[config.mk]
export PLATFORM = sky130hd
export DESIGN_NAME = serial_tx
export DESIGN_NICKNAME = d
export VERILOG_FILES = /design/src/rtl/serial_pkg.sv /design/src/rtl/serial_register.sv /design/src/rtl/serial_tx.sv
export SDC_FILE = /design/constraint.sdc
export NUM_CORES = 1
export LEC_CHECK = 0
export BUFFER_PORTS_ARGS = -buffer_cell sky130_fd_sc_hd__buf_2
export CORE_ASPECT_RATIO = 1.2
export CORE_MARGIN = 2
export CORE_UTILIZATION = 41
export CTS_BUF_LIST = sky130_fd_sc_hd__clkbuf_8
export DETAILED_ROUTE_END_ITERATION = 8
export PLACE_DENSITY_LB_ADDON = 0.08
export SKIP_CTS_REPAIR_TIMING = 1
export SYNTH_ARGS = -nofsm -noshare
export SYNTH_HDL_FRONTEND = slang
export SYNTH_SLANG_ARGS = --single-unit
[constraint.sdc]
create_clock -name clk -period 1.65 [get_ports clk]
set_input_delay 0.33 -clock clk [delete_from_list [all_inputs] [get_ports clk]]
set_output_delay 0.33 -clock clk [all_outputs]
set_load 0.05 [all_outputs]
[src/rtl/serial_pkg.sv]
// Shared definitions for the serial transmitter and the future serial receiver:
// frame FSM state encoding, line levels and a counter-width helper.
package serial_pkg;

    typedef enum logic [2:0] {
        IDLE   = 3'd0,
        START  = 3'd1,
        DATA   = 3'd2,
        PARITY = 3'd3,
        STOP   = 3'd4
    } state_t;

    localparam logic START_BIT  = 1'b0;
    localparam logic STOP_BIT   = 1'b1;
    localparam logic IDLE_LEVEL = 1'b1;

    // A counter over n values needs at least one bit even when n == 1.
    function automatic int unsigned cnt_width(input int unsigned n);
        return (n > 1) ? $clog2(n) : 1;
    endfunction

endpackage

[src/rtl/serial_register.sv]
// General-purpose register: clear, parallel load, increment, decrement and
// shift left/right with serial fill. Async active-low reset to zero.
module serial_register #(
    parameter int WIDTH = 16
) (
    input  logic             clk,
    input  logic             rst_n,
    input  logic             ld,
    input  logic             cl,
    input  logic             inc,
    input  logic             dec,
    input  logic             sr,
    input  logic             sl,
    input  logic             ir,
    input  logic             il,
    input  logic [WIDTH-1:0] d,
    output logic [WIDTH-1:0] q
);

    logic [WIDTH-1:0] r_q;

    // Operations are mutually exclusive by priority: cl > ld > inc > dec > sr > sl.
    always_ff @(posedge clk or negedge rst_n) begin
        if (!rst_n) begin
            r_q <= '0;
        end else if (cl) begin
            r_q <= '0;
        end else if (ld) begin
            r_q <= d;
        end else if (inc) begin
            r_q <= r_q + WIDTH'(1);
        end else if (dec) begin
            r_q <= r_q - WIDTH'(1);
        end else if (sr) begin
            r_q <= {ir, r_q[WIDTH-1:1]};
        end else if (sl) begin
            r_q <= {r_q[WIDTH-2:0], il};
        end
    end

    assign q = r_q;

endmodule

[src/rtl/serial_tx.sv]
// Asynchronous serial transmitter: start bit, DATA_WIDTH bits LSB first, optional
// even parity (enabled by defining SERIAL_TX_PARITY_EN), stop bit. tx is a flop.
module serial_tx
    import serial_pkg::*;
#(
    parameter int DATA_WIDTH   = 16,
    parameter int CLKS_PER_BIT = 4
) (
    input  logic                  clk,
    input  logic                  rst_n,
    input  logic                  in_valid,
    output logic                  in_ready,
    input  logic [DATA_WIDTH-1:0] in_data,
    output logic                  tx,
    output logic                  busy,
    output logic                  done
);

    localparam int CW = cnt_width(CLKS_PER_BIT);
    localparam int BW = $clog2(DATA_WIDTH + 1);
    localparam logic [CW-1:0] BAUD_LAST = CW'(CLKS_PER_BIT - 1);
    localparam logic [BW-1:0] BIT_LAST  = BW'(DATA_WIDTH - 1);

    state_t                r_state;
    state_t                w_state_next;
    logic [CW-1:0]         r_baud;
    logic [BW-1:0]         r_bit;
    logic                  r_tx;
    logic                  w_tx_next;
    logic                  w_baud_end;
    logic                  w_ld;
    logic                  w_sr;
    logic [DATA_WIDTH-1:0] w_q;
    logic                  w_unused_q;
`ifdef SERIAL_TX_PARITY_EN
    logic                  r_par;
`endif

    assign w_baud_end = (r_baud == BAUD_LAST);
    assign w_ld       = (r_state == IDLE) && in_valid;
    assign w_sr       = (r_state == DATA) && w_baud_end;
    assign w_unused_q = ^w_q;

    serial_register #(.WIDTH(DATA_WIDTH)) u_shreg (
        .clk   (clk),
        .rst_n (rst_n),
        .ld    (w_ld),
        .cl    (1'b0),
        .inc   (1'b0),
        .dec   (1'b0),
        .sr    (w_sr),
        .sl    (1'b0),
        .ir    (1'b0),
        .il    (1'b0),
        .d     (in_data),
        .q     (w_q)
    );

    always_ff @(posedge clk or negedge rst_n) begin
        if (!rst_n) begin
            r_state <= IDLE;
        end else begin
            r_state <= w_state_next;
        end
    end

    always_comb begin
        w_state_next = r_state;
        case (r_state)
            IDLE:  if (in_valid)   w_state_next = START;
            START: if (w_baud_end) w_state_next = DATA;
            DATA: begin
                if (w_baud_end && (r_bit == BIT_LAST)) begin
`ifdef SERIAL_TX_PARITY_EN
                    w_state_next = PARITY;
`else
                    w_state_next = STOP;
`endif
                end
            end
`ifdef SERIAL_TX_PARITY_EN
            PARITY: if (w_baud_end) w_state_next = STOP;
`endif
            STOP:  if (w_baud_end) w_state_next = IDLE;
            default: w_state_next = IDLE;
        endcase
    end

    always_comb begin
        in_ready = (r_state == IDLE);
        busy     = (r_state != IDLE);
        done     = (r_state == STOP) && w_baud_end;
        tx       = r_tx;
    end

    // tx is registered from the level of the state being entered; a shift in
    // the same edge means the next data bit is the one above the current LSB.
    always_comb begin
        w_tx_next = IDLE_LEVEL;
        case (w_state_next)
            START:  w_tx_next = START_BIT;
            DATA:   w_tx_next = w_sr ? w_q[1] : w_q[0];
`ifdef SERIAL_TX_PARITY_EN
            PARITY: w_tx_next = r_par;
`endif
            STOP:   w_tx_next = STOP_BIT;
            default: w_tx_next = IDLE_LEVEL;
        endcase
    end

    always_ff @(posedge clk or negedge rst_n) begin
        if (!rst_n) begin
            r_tx   <= IDLE_LEVEL;
            r_baud <= '0;
            r_bit  <= '0;
        end else begin
            r_tx <= w_tx_next;
            if ((r_state == IDLE) || w_baud_end) begin
                r_baud <= '0;
            end else begin
                r_baud <= r_baud + CW'(1);
            end
            if (r_state != DATA) begin
                r_bit <= '0;
            end else if (w_baud_end) begin
                r_bit <= r_bit + BW'(1);
            end
        end
    end

`ifdef SERIAL_TX_PARITY_EN
    always_ff @(posedge clk or negedge rst_n) begin
        if (!rst_n) begin
            r_par <= 1'b0;
        end else if (w_ld) begin
            r_par <= ^in_data;
        end
    end
`endif

endmodule

-- After elaboration in Yosys (flattened, before gate mapping)
Cells that the tools add are included.
- add/sub/neg operators: 2
- equal/unequal tests: 8
- multiplexer cells: 12
- reductions and logical operators: 9
- operator list (operator ; number):
    $mux W16 ; 2
    $mux W3 ; 4
    $pmux W3 S4 ; 1
    $mux W5 ; 2
    $eq A3 B1 Y1 const B ; 2
    $eq A3 B2 Y1 const B ; 2
    $add A5 B1 Y5 const B ; 1
    $eq A5 B4 Y1 const B ; 1
    $logic_and A1 B1 Y1 ; 4
    $reduce_bool A2 Y1 ; 2
    $eq A3 B3 Y1 const B ; 1
    $logic_not A3 Y1 ; 1
    $ne A3 B2 Y1 const B ; 1
    $reduce_bool A3 Y1 ; 1
    $add A2 B1 Y2 const B ; 1
    $eq A2 B2 Y1 const B ; 1
    $mux W2 ; 1
    $pmux W1 S2 ; 1
    $logic_or A1 B1 Y1 ; 1
    $mux W1 ; 1
- register bits: 27
- input port bits: 19
- output and inout bits: 4
- logic and storage cells: 36

-- Depth between registers and ports, before layout
- depth in word-level cells: 6
- mapped depth: 6
- mapped depth without buffers: 6

-- Cells and area by module
A second synthesis with hierarchy kept.
- cells, all modules: 282
- area, all modules: 2329.7 sq um
- modules (own cells, without submodules) (module ; instances ; cells an instance ; area each (sq um)):
    serial_register ; 1 ; 229 ; 1769.2
    serial_tx ; 1 ; 53 ; 560.5

-- Worst setup path before layout
No wires, ideal clock.
- path kind: register -> output
- start point: reg r_baud[0]
- end point: out done
- arrival time: 2529 ps
- required time: 1320 ps
- path slack: -1209 ps
- stages on the path, launching flop included: 4
- buffers on the path: 1
- cells stage by stage: dfrtp_1 -> ha_1 -> clkbuf_1 -> nor4b_1
- longest elaborated chain between the ends: 2
- ends and longest elaborated chain (item ; line ; text):
    from (decl) ; serial_tx.sv:26 ; logic [CW-1:0] r_baud;
    from (signal assigned) ; serial_tx.sv:121 ; r_baud <= r_baud + CW'(1);
    $eq A2 B2 Y1 ; serial_tx.sv:39 ; assign w_baud_end = (r_baud == BAUD_LAST);
    $logic_and A1 B1 Y1 ; serial_tx.sv:92 ; done = (r_state == STOP) && w_baud_end;
    to (decl) ; serial_tx.sv:16 ; output logic done
Every way passes these cells.

-- Worst setup path after layout
- start point: reg r_state[0]
- end point: out done
- longest elaborated chain between the ends: 2
- ends and longest elaborated chain (item ; line ; text):
    from (decl) ; serial_tx.sv:24 ; state_t r_state;
    from (signal assigned) ; serial_tx.sv:63 ; r_state <= w_state_next;
    $eq A3 B3 Y1 ; serial_tx.sv:92 ;
    $logic_and A1 B1 Y1 ; serial_tx.sv:92 ;
Every way passes these cells.

==> results.json <==
{
  "die_y_um": 66.69,
  "synth_top_cells_by_count": "sky130_fd_sc_hd__dfrtp_1, sky130_fd_sc_hd__mux2_1, sky130_fd_sc_hd__nor2_1",
  "ir_worst_vdd_mv": 1.050,
  "timing_worst_slew_pin_value_ns": 0.6032,
  "slew_violations": 0,
  "clock_tree_from_tritoncts": "built",
  "route.detailed.vias_per_inst": 5.102,
  "worstSetupPathType": "flip-flop to output port",
  "drc": 0,
  "worst-r2r-setup-slack_ns": -0.01,
  "worstReg2RegEnd": "u_shreg.q[1]$_DFFE_PN0P_",
  "tns_ns": -0.04077,
  "nets": 163,
  "critPathMaxFanout": 10,
  "cp-end-kind": "output port",
  "cellLeakagePower_nw": 0.8386,
  "num_antenna_cells": 0,
  "cp-start-kind": "flip-flop",
  "violated_checks": "negative setup slack",
  "grt_start_max_net_pins": 28,
  "gp_congestion": 0.7035,
  "synth_cells": 105,
  "timing.final.crit_period_ns": 1.681,
  "gr-total-overflow": 0,
  "initial_utilization_pct": 43.55,
  "area.growth.synth_to_final_pct": 34.95,
  "clock_path_buffers": 2,
  "synthMostInstantiatedCell": "sky130_fd_sc_hd__dfrtp_1",
  "synth_ff_type": "sky130_fd_sc_hd__dfrtp_1",
  "timing.slew.headroom_pct": 59.79,
  "synth_cell_type_count": 31,
  "synthArstFlopShare_pct": 100.0,
  "rr_startpoint": "r_state[0]$_DFF_PN0_",
  "post-route-cell-area_mm2": 0.001812,
  "cp_cell_sequence": "buf_4 -> nor4b_4 -> buf_6",
  "post_synth.cell_area_avg_um2": 12.79,
  "worst_ep_arrival_time_ns": 1.35,
  "post_layout_nonfiller_instances": 176,
  "fmax_mhz": 595.0,
  "dp_cells": 167,
  "rsz0062_at_grt": "true",
  "synth_largest_area_cell": "sky130_fd_sc_hd__dfrtp_1",
  "worst_skew_pair_latency_ns": 0.26,
  "syn_nets": 127,
  "first_pass_grt_wire_length_mm": 4.160,
  "finalHoldViolations": 0,
  "run_status": "finished with violations",
  "regArea_um2": 679.4,
  "drt_pre_antenna_iters": 4,
  "detail_route_antenna_nets": 0,
  "p_total_mw": 2.937,
  "netlist_top_cells_area": "sky130_fd_sc_hd__dfrtp_1, sky130_fd_sc_hd__mux2_1, sky130_fd_sc_hd__mux2_2",
  "report.final.setup_viol": 2,
  "clk_transition_reported_paths_ns": 0.09,
  "num_io_pins": 23,
  "synth-seq-cells": 27,
  "post_synth_design_cell_area_mm2": 0.001343,
  "num_vias": 898,
  "postLayoutCoreUtil_pct": 58.77,
  "dp.final_hpwl_mm": 1.670,
  "worst_ep_required_time_ns": 1.32,
  "drt_iter0_markers": 14,
  "cpPeakStageDelay_ns": 0.42,
  "cts-htree-levels": 1,
  "wl_per_cell_um": 13.94,
  "grt.total_usage_pct": 14.07,
  "rows": 22,
  "slowest_stage_cell_crit_path": "sky130_fd_sc_hd__dfrtp_1",
  "worstHoldPathType": "primary input to async pin",
  "wirelength_mm": 2.454,
  "reg2reg_depth": 4,
  "synth_enable_flop_cells": 0,
  "power_density_mw_per_mm2": 1621,
  "synth.yosys.warnings": 0,
  "yosysTopAreaCellShare_pct": 48.46,
  "maxCapViolations": 0,
  "fin_skew_ns": 0.001218,
  "antenna_found_initial": 0,
  "design.die.area_mm2": 0.003750,
  "synth-seq-area-share_pct": 50.42,
  "layout_worst_path_cycle_share_pct": 101.9,
  "cts_sinks": 27,
  "fp.dieW_um": 56.24,
  "fillerInstances": 272,
  "grt_pass1_vias": 892,
  "postLayoutSetupSlackWorst_ns": -0.03074,
  "ctsRootBufferMaster": "sky130_fd_sc_hd__clkbuf_8",
  "cts_made_buffers": 3,
  "port_buf_inserts": 22,
  "final_layout_size_suffix_gt1_share_pct": 55.71,
  "multiInputGateArea_um2": 757.0,
  "place_area_mm2": 0.001647,
  "core_area_mm2": 0.003083
}
## cells by family after synthesis
family / share of synthesized area, %
adders and majority gates: 2.796
DFF: 50.42
buffers and inverters: 4.007
xor gates and xnor gates: 1.957
AOI/OAI and AO/OA: 2.982
muxes: 27.21
and+or+nand+nor: 10.63
## report_power, final
part | switching, mW | leakage (nW) | internal (mW)
Sequential | 0.139 | 0.339 | 0.914
Clock | 0.197 | 0.0269 | 0.166
Combinational | 0.611 | 0.473 | 0.909
Total | 0.947 | 0.839 | 1.99
## worst max-delay path, delay by kind of cell, from the launching register on
| kind | cells | cell delay (ns) |
|---|---|---|
| and+or+nand+nor | 1 | 0.27 |
| buffers and inverters | 2 | 0.39 |
| DFF | 1 | 0.42 |
## cell type report
| cell class | count | area share [%] |
|---|---|---|
| clock buffer | 3 | 2.279 |
| clock inverter | 1 | 0.2072 |
| inverter | 5 | 1.243 |
| multi-input combinational | 68 | 41.78 |
| sequential | 27 | 37.50 |
| tap | 36 | 2.486 |
| timing repair buffer | 36 | 14.50 |
## stage by stage
step | hold slack (ns) | setup WS [ns]
floorplan | 0.03441 | -0.1470
detailed placement | 0.3787 | 0.0004818
global placement | 0.3731 | 0.02042
CTS | 0.08064 | -0.1978
finish | 0.06191 | -0.03074
global route | 0.1065 | -0.1313
## state kept, by name, indices dropped and copies added (netlist names)
name and cells:
r_baud 2, r_bit 5, r_state 3, tx 1, u_shreg.q 16
## layout by cell type, fill, tap and decap left out, types with 3 or more instances in the layout
cell type	n
sky130_fd_sc_hd__dfrtp_1	24
sky130_fd_sc_hd__clkbuf_8	3
sky130_fd_sc_hd__mux2_4	26
sky130_fd_sc_hd__nor2_1	7
sky130_fd_sc_hd__inv_1	5
sky130_fd_sc_hd__buf_4	11
sky130_fd_sc_hd__buf_2	19
sky130_fd_sc_hd__mux2i_1	4
sky130_fd_sc_hd__nand2_1	4
sky130_fd_sc_hd__buf_6	4
## how the worst max path moves through the flow
stage / from / to / cells after the start
6_report: r_state[0]$_DFF_PN0_ / done / 3
4_1_cts: r_state[2]$_DFF_PN0_ / done / 4
3_5_place_dp: r_state[0]$_DFF_PN0_ / u_shreg.q[1]$_DFFE_PN0P_ / 4
5_1_grt: r_state[2]$_DFF_PN0_ / done / 4
3_3_place_gp: r_state[0]$_DFF_PN0_ / u_shreg.q[1]$_DFFE_PN0P_ / 4
2_1_floorplan: r_state[2]$_DFF_PN0_ / u_shreg.q[10]$_DFFE_PN0P_ / 4
## per-layer routing
layer	vias to the layer above	GRT usage [%]	part of all wire (%)
met5	-	0	0
met4	0	6.250	0.90
met3	2	1.553	3.1
met2	14	23.97	49
met1	442	18.04	47
li1	440	-	-
Power figures use the tool's default switching activity.
